**config.mk**
```make
export PLATFORM = sky130hd
export DESIGN_NAME = coin_input_conditioner
export DESIGN_NICKNAME = d
export VERILOG_FILES = /design/src/rtl/coin_pkg.sv /design/src/rtl/coin_debounce.sv /design/src/rtl/coin_input_conditioner.sv
export SDC_FILE = /design/constraint.sdc
export NUM_CORES = 1
export LEC_CHECK = 0
export BUFFER_PORTS_ARGS = -buffer_cell sky130_fd_sc_hd__clkbuf_2
export CORE_UTILIZATION = 46
export CTS_CLUSTER_DIAMETER = 40
export DETAILED_ROUTE_END_ITERATION = 16
export PLACE_DENSITY_LB_ADDON = 0.05
export SETUP_SLACK_MARGIN = 0.02
export SYNTH_ARGS = -nofsm -noshare
export SYNTH_HDL_FRONTEND = slang
export SYNTH_HIERARCHICAL = 1
export SYNTH_SLANG_ARGS = --single-unit
```
**constraint.sdc**
```tcl
create_clock -name CLK -period 1.69 [get_ports CLK]
set_input_delay 0.0845 -clock CLK [delete_from_list [all_inputs] [get_ports CLK]]
set_output_delay 0.0845 -clock CLK [all_outputs]
set_load 0.02 [all_outputs]
```
**src/rtl/coin_pkg.sv**
```systemverilog
// Shared constants for the coin input front end: coin width, coin values and
// debounce defaults, plus a small press-count helper used by the arbiter.
package coin_pkg;

    localparam int COIN_W = 6;

    localparam logic [COIN_W-1:0] COIN_5_VAL  = 6'd5;
    localparam logic [COIN_W-1:0] COIN_10_VAL = 6'd10;
    localparam logic [COIN_W-1:0] COIN_25_VAL = 6'd25;

    localparam int DEBOUNCE_CYCLES_DEFAULT = 4;
    localparam int CNT_W_DEFAULT           = 3;

    // Number of channels reporting a press in the same cycle (0..3).
    function automatic logic [1:0] press_count(input logic [2:0] presses);
        return {1'b0, presses[0]} + {1'b0, presses[1]} + {1'b0, presses[2]};
    endfunction

endpackage

```
**src/rtl/coin_debounce.sv**
```systemverilog
// One coin channel: 2-flop synchroniser, stable-level debounce counter and a
// single-cycle rising-press strobe.
module coin_debounce
    import coin_pkg::*;
#(
    parameter int DEBOUNCE_CYCLES = DEBOUNCE_CYCLES_DEFAULT,
    parameter int CNT_W           = CNT_W_DEFAULT
) (
    input  logic CLK,
    input  logic RST,
    input  logic raw,
    output logic press
);

    localparam logic [CNT_W-1:0] CNT_MAX = CNT_W'(DEBOUNCE_CYCLES - 1);

    logic             meta_r;
    logic             sync_r;
    logic             st_r;
    logic [CNT_W-1:0] cnt_r;

    // Synchronise the raw button and track its debounced level.
    always_ff @(posedge CLK) begin
        if (RST) begin
            meta_r <= 1'b0;
            sync_r <= 1'b0;
            st_r   <= 1'b0;
            cnt_r  <= '0;
        end else begin
            meta_r <= raw;
            sync_r <= meta_r;
            if (sync_r == st_r) begin
                cnt_r <= '0;
            end else if (cnt_r == CNT_MAX) begin
                st_r  <= sync_r;
                cnt_r <= '0;
            end else begin
                cnt_r <= cnt_r + CNT_W'(1);
            end
        end
    end

    // Fires in the cycle the stable level is about to rise; releases give nothing.
    assign press = (sync_r != st_r) && (cnt_r == CNT_MAX) && sync_r;

endmodule

```
**src/rtl/coin_input_conditioner.sv**
```systemverilog
// Coin front end: three debounced channels, simultaneous-press rejection and a
// depth-1 valid/ack hold register feeding the coin-accumulate FSM.
module coin_input_conditioner
    import coin_pkg::*;
#(
    parameter int DEBOUNCE_CYCLES = DEBOUNCE_CYCLES_DEFAULT,
    parameter int CNT_W           = CNT_W_DEFAULT
) (
    input  logic              CLK,
    input  logic              RST,
    input  logic              coin_5,
    input  logic              coin_10,
    input  logic              coin_25,
    input  logic              coin_ack,
    output logic              coin_valid,
    output logic [COIN_W-1:0] coin_val,
    output logic              coin_reject,
    output logic              coin_overrun
);

    logic [2:0]        presses_s;
    logic              accept_s;
    logic              multi_s;
    logic              free_s;
    logic [COIN_W-1:0] value_s;

    logic              valid_r;
    logic [COIN_W-1:0] val_r;
    logic              reject_r;
    logic              overrun_r;

    coin_debounce #(.DEBOUNCE_CYCLES(DEBOUNCE_CYCLES), .CNT_W(CNT_W)) u_db_5 (
        .CLK(CLK), .RST(RST), .raw(coin_5), .press(presses_s[0])
    );
    coin_debounce #(.DEBOUNCE_CYCLES(DEBOUNCE_CYCLES), .CNT_W(CNT_W)) u_db_10 (
        .CLK(CLK), .RST(RST), .raw(coin_10), .press(presses_s[1])
    );
    coin_debounce #(.DEBOUNCE_CYCLES(DEBOUNCE_CYCLES), .CNT_W(CNT_W)) u_db_25 (
        .CLK(CLK), .RST(RST), .raw(coin_25), .press(presses_s[2])
    );

    // Arbitrate: only a lone press is accepted, and it selects the coin value.
    always_comb begin
        accept_s = 1'b0;
        value_s  = '0;
        multi_s  = (press_count(presses_s) > 2'd1);
        case (presses_s)
            3'b001: begin
                accept_s = 1'b1;
                value_s  = COIN_5_VAL;
            end
            3'b010: begin
                accept_s = 1'b1;
                value_s  = COIN_10_VAL;
            end
            3'b100: begin
                accept_s = 1'b1;
                value_s  = COIN_25_VAL;
            end
            default: begin
                accept_s = 1'b0;
                value_s  = '0;
            end
        endcase
    end

    // An ack in the same cycle frees the slot so a new coin can load without a gap.
    assign free_s = !valid_r || coin_ack;

    // Hold register plus the reject and overrun pulses.
    always_ff @(posedge CLK) begin
        if (RST) begin
            valid_r   <= 1'b0;
            val_r     <= '0;
            reject_r  <= 1'b0;
            overrun_r <= 1'b0;
        end else begin
            reject_r  <= multi_s;
            overrun_r <= accept_s && !free_s;
            if (accept_s && free_s) begin
                valid_r <= 1'b1;
                val_r   <= value_s;
            end else if (valid_r && coin_ack) begin
                valid_r <= 1'b0;
                val_r   <= '0;
            end else begin
                valid_r <= valid_r;
                val_r   <= val_r;
            end
        end
    end

    assign coin_valid   = valid_r;
    assign coin_val     = val_r;
    assign coin_reject  = reject_r;
    assign coin_overrun = overrun_r;

endmodule
```
==> flow_summary.yaml <==
global_routing:
  grt_max_degree: 17
  track_usage_pct: 17.7
  grt_pass1_vias: 894
  grt_pass1_wl_um: 3610
  grt_overflow: 0
  antenna_found_initial: 0
clock_network:
  cts_tree: "built"
  root_buffer: "clkbuf_4"
  clock_sinks: 26
  cts_buffer_depth: 2
  clk_pin_slew_ns: 0.13
  cts_htree_levels: 1
  cts_buffers: 3
  clk_latency_ns: 0.32
setup_path:
  r2r-end: "coin_val[0]$_SDFFE_PP0P_"
  end_kind: "flip-flop"
  arrival_ns: 1.84
  worstReg2RegStart: "u_db_10/cnt_r[0]$_SDFF_PP0_"
  crit_path_end: "coin_val[0]$_SDFFE_PP0P_"
  r2r_cells: 8
  rrSetupSlack_ns: 0.05
  cp_max_fo: 5
  cp.required_ns: 1.89
  startpoint: "u_db_10/cnt_r[0]$_SDFF_PP0_"
  cp-start-kind: "flip-flop"
  path_class: "reg -> reg"
run:
  maxCapViolCount: 0
pwr:
  p_leak_nw: 0.642
  irDropWorstVdd_uv: 600
  p_per_area_nw_per_um2: 576
  p_total_mw: 0.926
finish:
  layout_commonest_cell: "dfxtp_1"
  finalNonFillerCells: 173
  syn2layout_area_growth_pct: 36.8
  drive_above_1_share_pct: 49.0
  diodes: 0
  fin_util_pct: 69.3
  nets: 160
  mostFrequentLayoutCells: "dfxtp_1 (22), buf_4 (15), clkbuf_2 (13)"
route:
  dr.pass1.iters: 4
  first_iter_violations: 7
  num_vias: 907
  wl_um: 2210
  remaining_drc_errors: 0
  wire_per_inst_um: 12.8
  postRouteAntennaNets: 0
  highest_layer: "met4"
  via_per_inst: 5.24
  routed-wl-met3_um: 58
  wl_met1_um: 989
  route.met2.wl_um: 1140
min_path:
  hold_class: "in -> reg"
sta:
  setup-tns-final_ns: 0
  slew_viol_final: 0
  fin_crit_ns: 1.64
  hold_viol_final: 0
  post-route-period-util_pct: 97.3
  setup_viol: 0
  rsz0062_at_grt: "true"
  finClkSkew_ns: 0.00895
  fmax_mhz: 608
outcome:
  status: "complete, no violations"
logic_synthesis:
  yosysUniqueCellTypes: 31
  syn_area_um2: 1170
  synth_nets: 125
  syn_inst: 112
  seq_area_frac_synth_pct: 44.3
  ys_warn_count: 6
  avgSynthCellArea_um2: 10.5
  ys_seq_elements: 26
die:
  io_pins: 15
  core_area_um2: 2320
  dieArea_um2: 2760
  fp.dieH_um: 52.5
  die_w_um: 52.5
  rows: 17
  start_util_pct: 50.7
placed_design:
  dpl.cell_count: 154
  io_buffers: 13
  hpwl_um: 1390
  gp_congestion: 0.771
per-layer routing:
metal	GRT usage, %	up-vias
met4	6.58	0
met2	32.1	17
met1	19.8	425
li1	-	463
met3	3.77	2
met5	0	-
registers in the layout (all words and copies together), names as in the netlist:
signal / cells
u_db_25/sync_r: 1
u_db_5/st_r: 1
coin_val: 5
coin_overrun: 1
coin_reject: 1
coin_valid: 1
u_db_25/cnt_r: 3
u_db_25/meta_r: 1
u_db_10/meta_r: 1
u_db_25/st_r: 1
u_db_10/sync_r: 1
u_db_5/meta_r: 1
u_db_5/cnt_r: 3
u_db_10/st_r: 1
u_db_10/cnt_r: 3
u_db_5/sync_r: 1
layout make-up:
class	instances	area (um2)
fillers	176	711
well taps	28	35.0
flip-flops and latches	26	526
repair buffers	35	262
clock buffers	3	22.5
multi-input cells	75	741
inverters	6	22.5
Yosys cell counts:
library cell  number  area (um2)
a32oi_1            3        26.3
buf_6              2        22.5
xor2_4             1        27.5
o211ai_1           1        7.51
nand3_1            1        5.00
nand2_1            4        15.0
or2_2              3        18.8
ha_1               7        87.6
and3_1             1        6.26
conb_1             1        3.75
inv_1              6        22.5
a2111oi_2          2        30.0
a21boi_2           1        11.3
xor2_2             1        16.3
nor4b_2            3        45.0
clkbuf_1           1        3.75
a21boi_1           1        7.51
a31oi_1            4        25.0
nand2b_1           4        25.0
xnor2_1            4        35.0
a21oi_1            4        20.0
or3b_1             1        8.76
a22oi_1            2        15.0
nor2_1             8        30.0
o22ai_1            2        12.5
buf_4              2        15.0
nor4_1             6        37.5
a211oi_2           1        12.5
a21o_2             2        17.5
nor2b_1            7        43.8
dfxtp_1           26         521
worst max-delay path: stages (launching register included):
cell and delay (ns):
dfxtp_2 0.37, ha_4 0.13, ha_4 0.14, nand2_4 0.06, nor2_4 0.11, buf_6 0.15
or3b_4 0.41, nor2_4 0.10, a2111oi_2 0.05
metrics by stage:
stage,area (um2),setup WS [ns],hold WS [ns]
after floorplan,1200,0.0237,0.154
final,1610,0.0452,0.150
after CTS,1520,0.0200,0.131
after detailed placement,1320,-0.0636,0.303
after global routing,1610,-0.0181,0.159
after global placement,1320,0.00529,0.296
what timing repair did:
action | 4_1_cts | 5_1_grt
endpoints found under the setup margin | 7 | 7
resized for setup | 16 | 16
hold buffers | 3 | 0
endpoints found under the hold margin | 3 | 0
pin swaps | 13 | 8
buffers inserted | 10 | 2
cloned | 1 | 0
kinds of logic (layout without fill, tap and decap cells):
logic type | count (synthesis) | after routing | share of synthesized area, %
adders and majority gates | 7 | 7 | 7.45
other | 1 | 1 | 0.319
AOI/OAI and AO/OA | 23 | 23 | 15.8
buffers and inverters | 11 | 44 | 5.43
xor gates and xnor gates | 6 | 6 | 6.71
DFF | 26 | 26 | 44.3
and+or+nand+nor | 38 | 38 | 20.0
worst min path at each step:
stage	from	end	slack, ns	cells after the start
finish	RST	coin_val[4]$_SDFFE_PP0P_	0.15	2
global route	RST	coin_val[4]$_SDFFE_PP0P_	0.16	2
CTS	RST	coin_val[4]$_SDFFE_PP0P_	0.13	2
detailed placement	coin_25	u_db_25/meta_r$_SDFF_PP0_	0.30	2
global placement	coin_5	u_db_5/meta_r$_SDFF_PP0_	0.30	2
floorplan	RST	u_db_10/st_r$_SDFFE_PP0P_	0.15	1
report_power, final:
group	total [mW]	switching [mW]	leakage [nW]	internal (mW)
sequential	0.628	0.00593	0.213	0.622
clock	0.253	0.169	0.0138	0.0836
combinational	0.0455	0.0240	0.416	0.0216
Note: power is estimated with default switching activity, not from simulation.
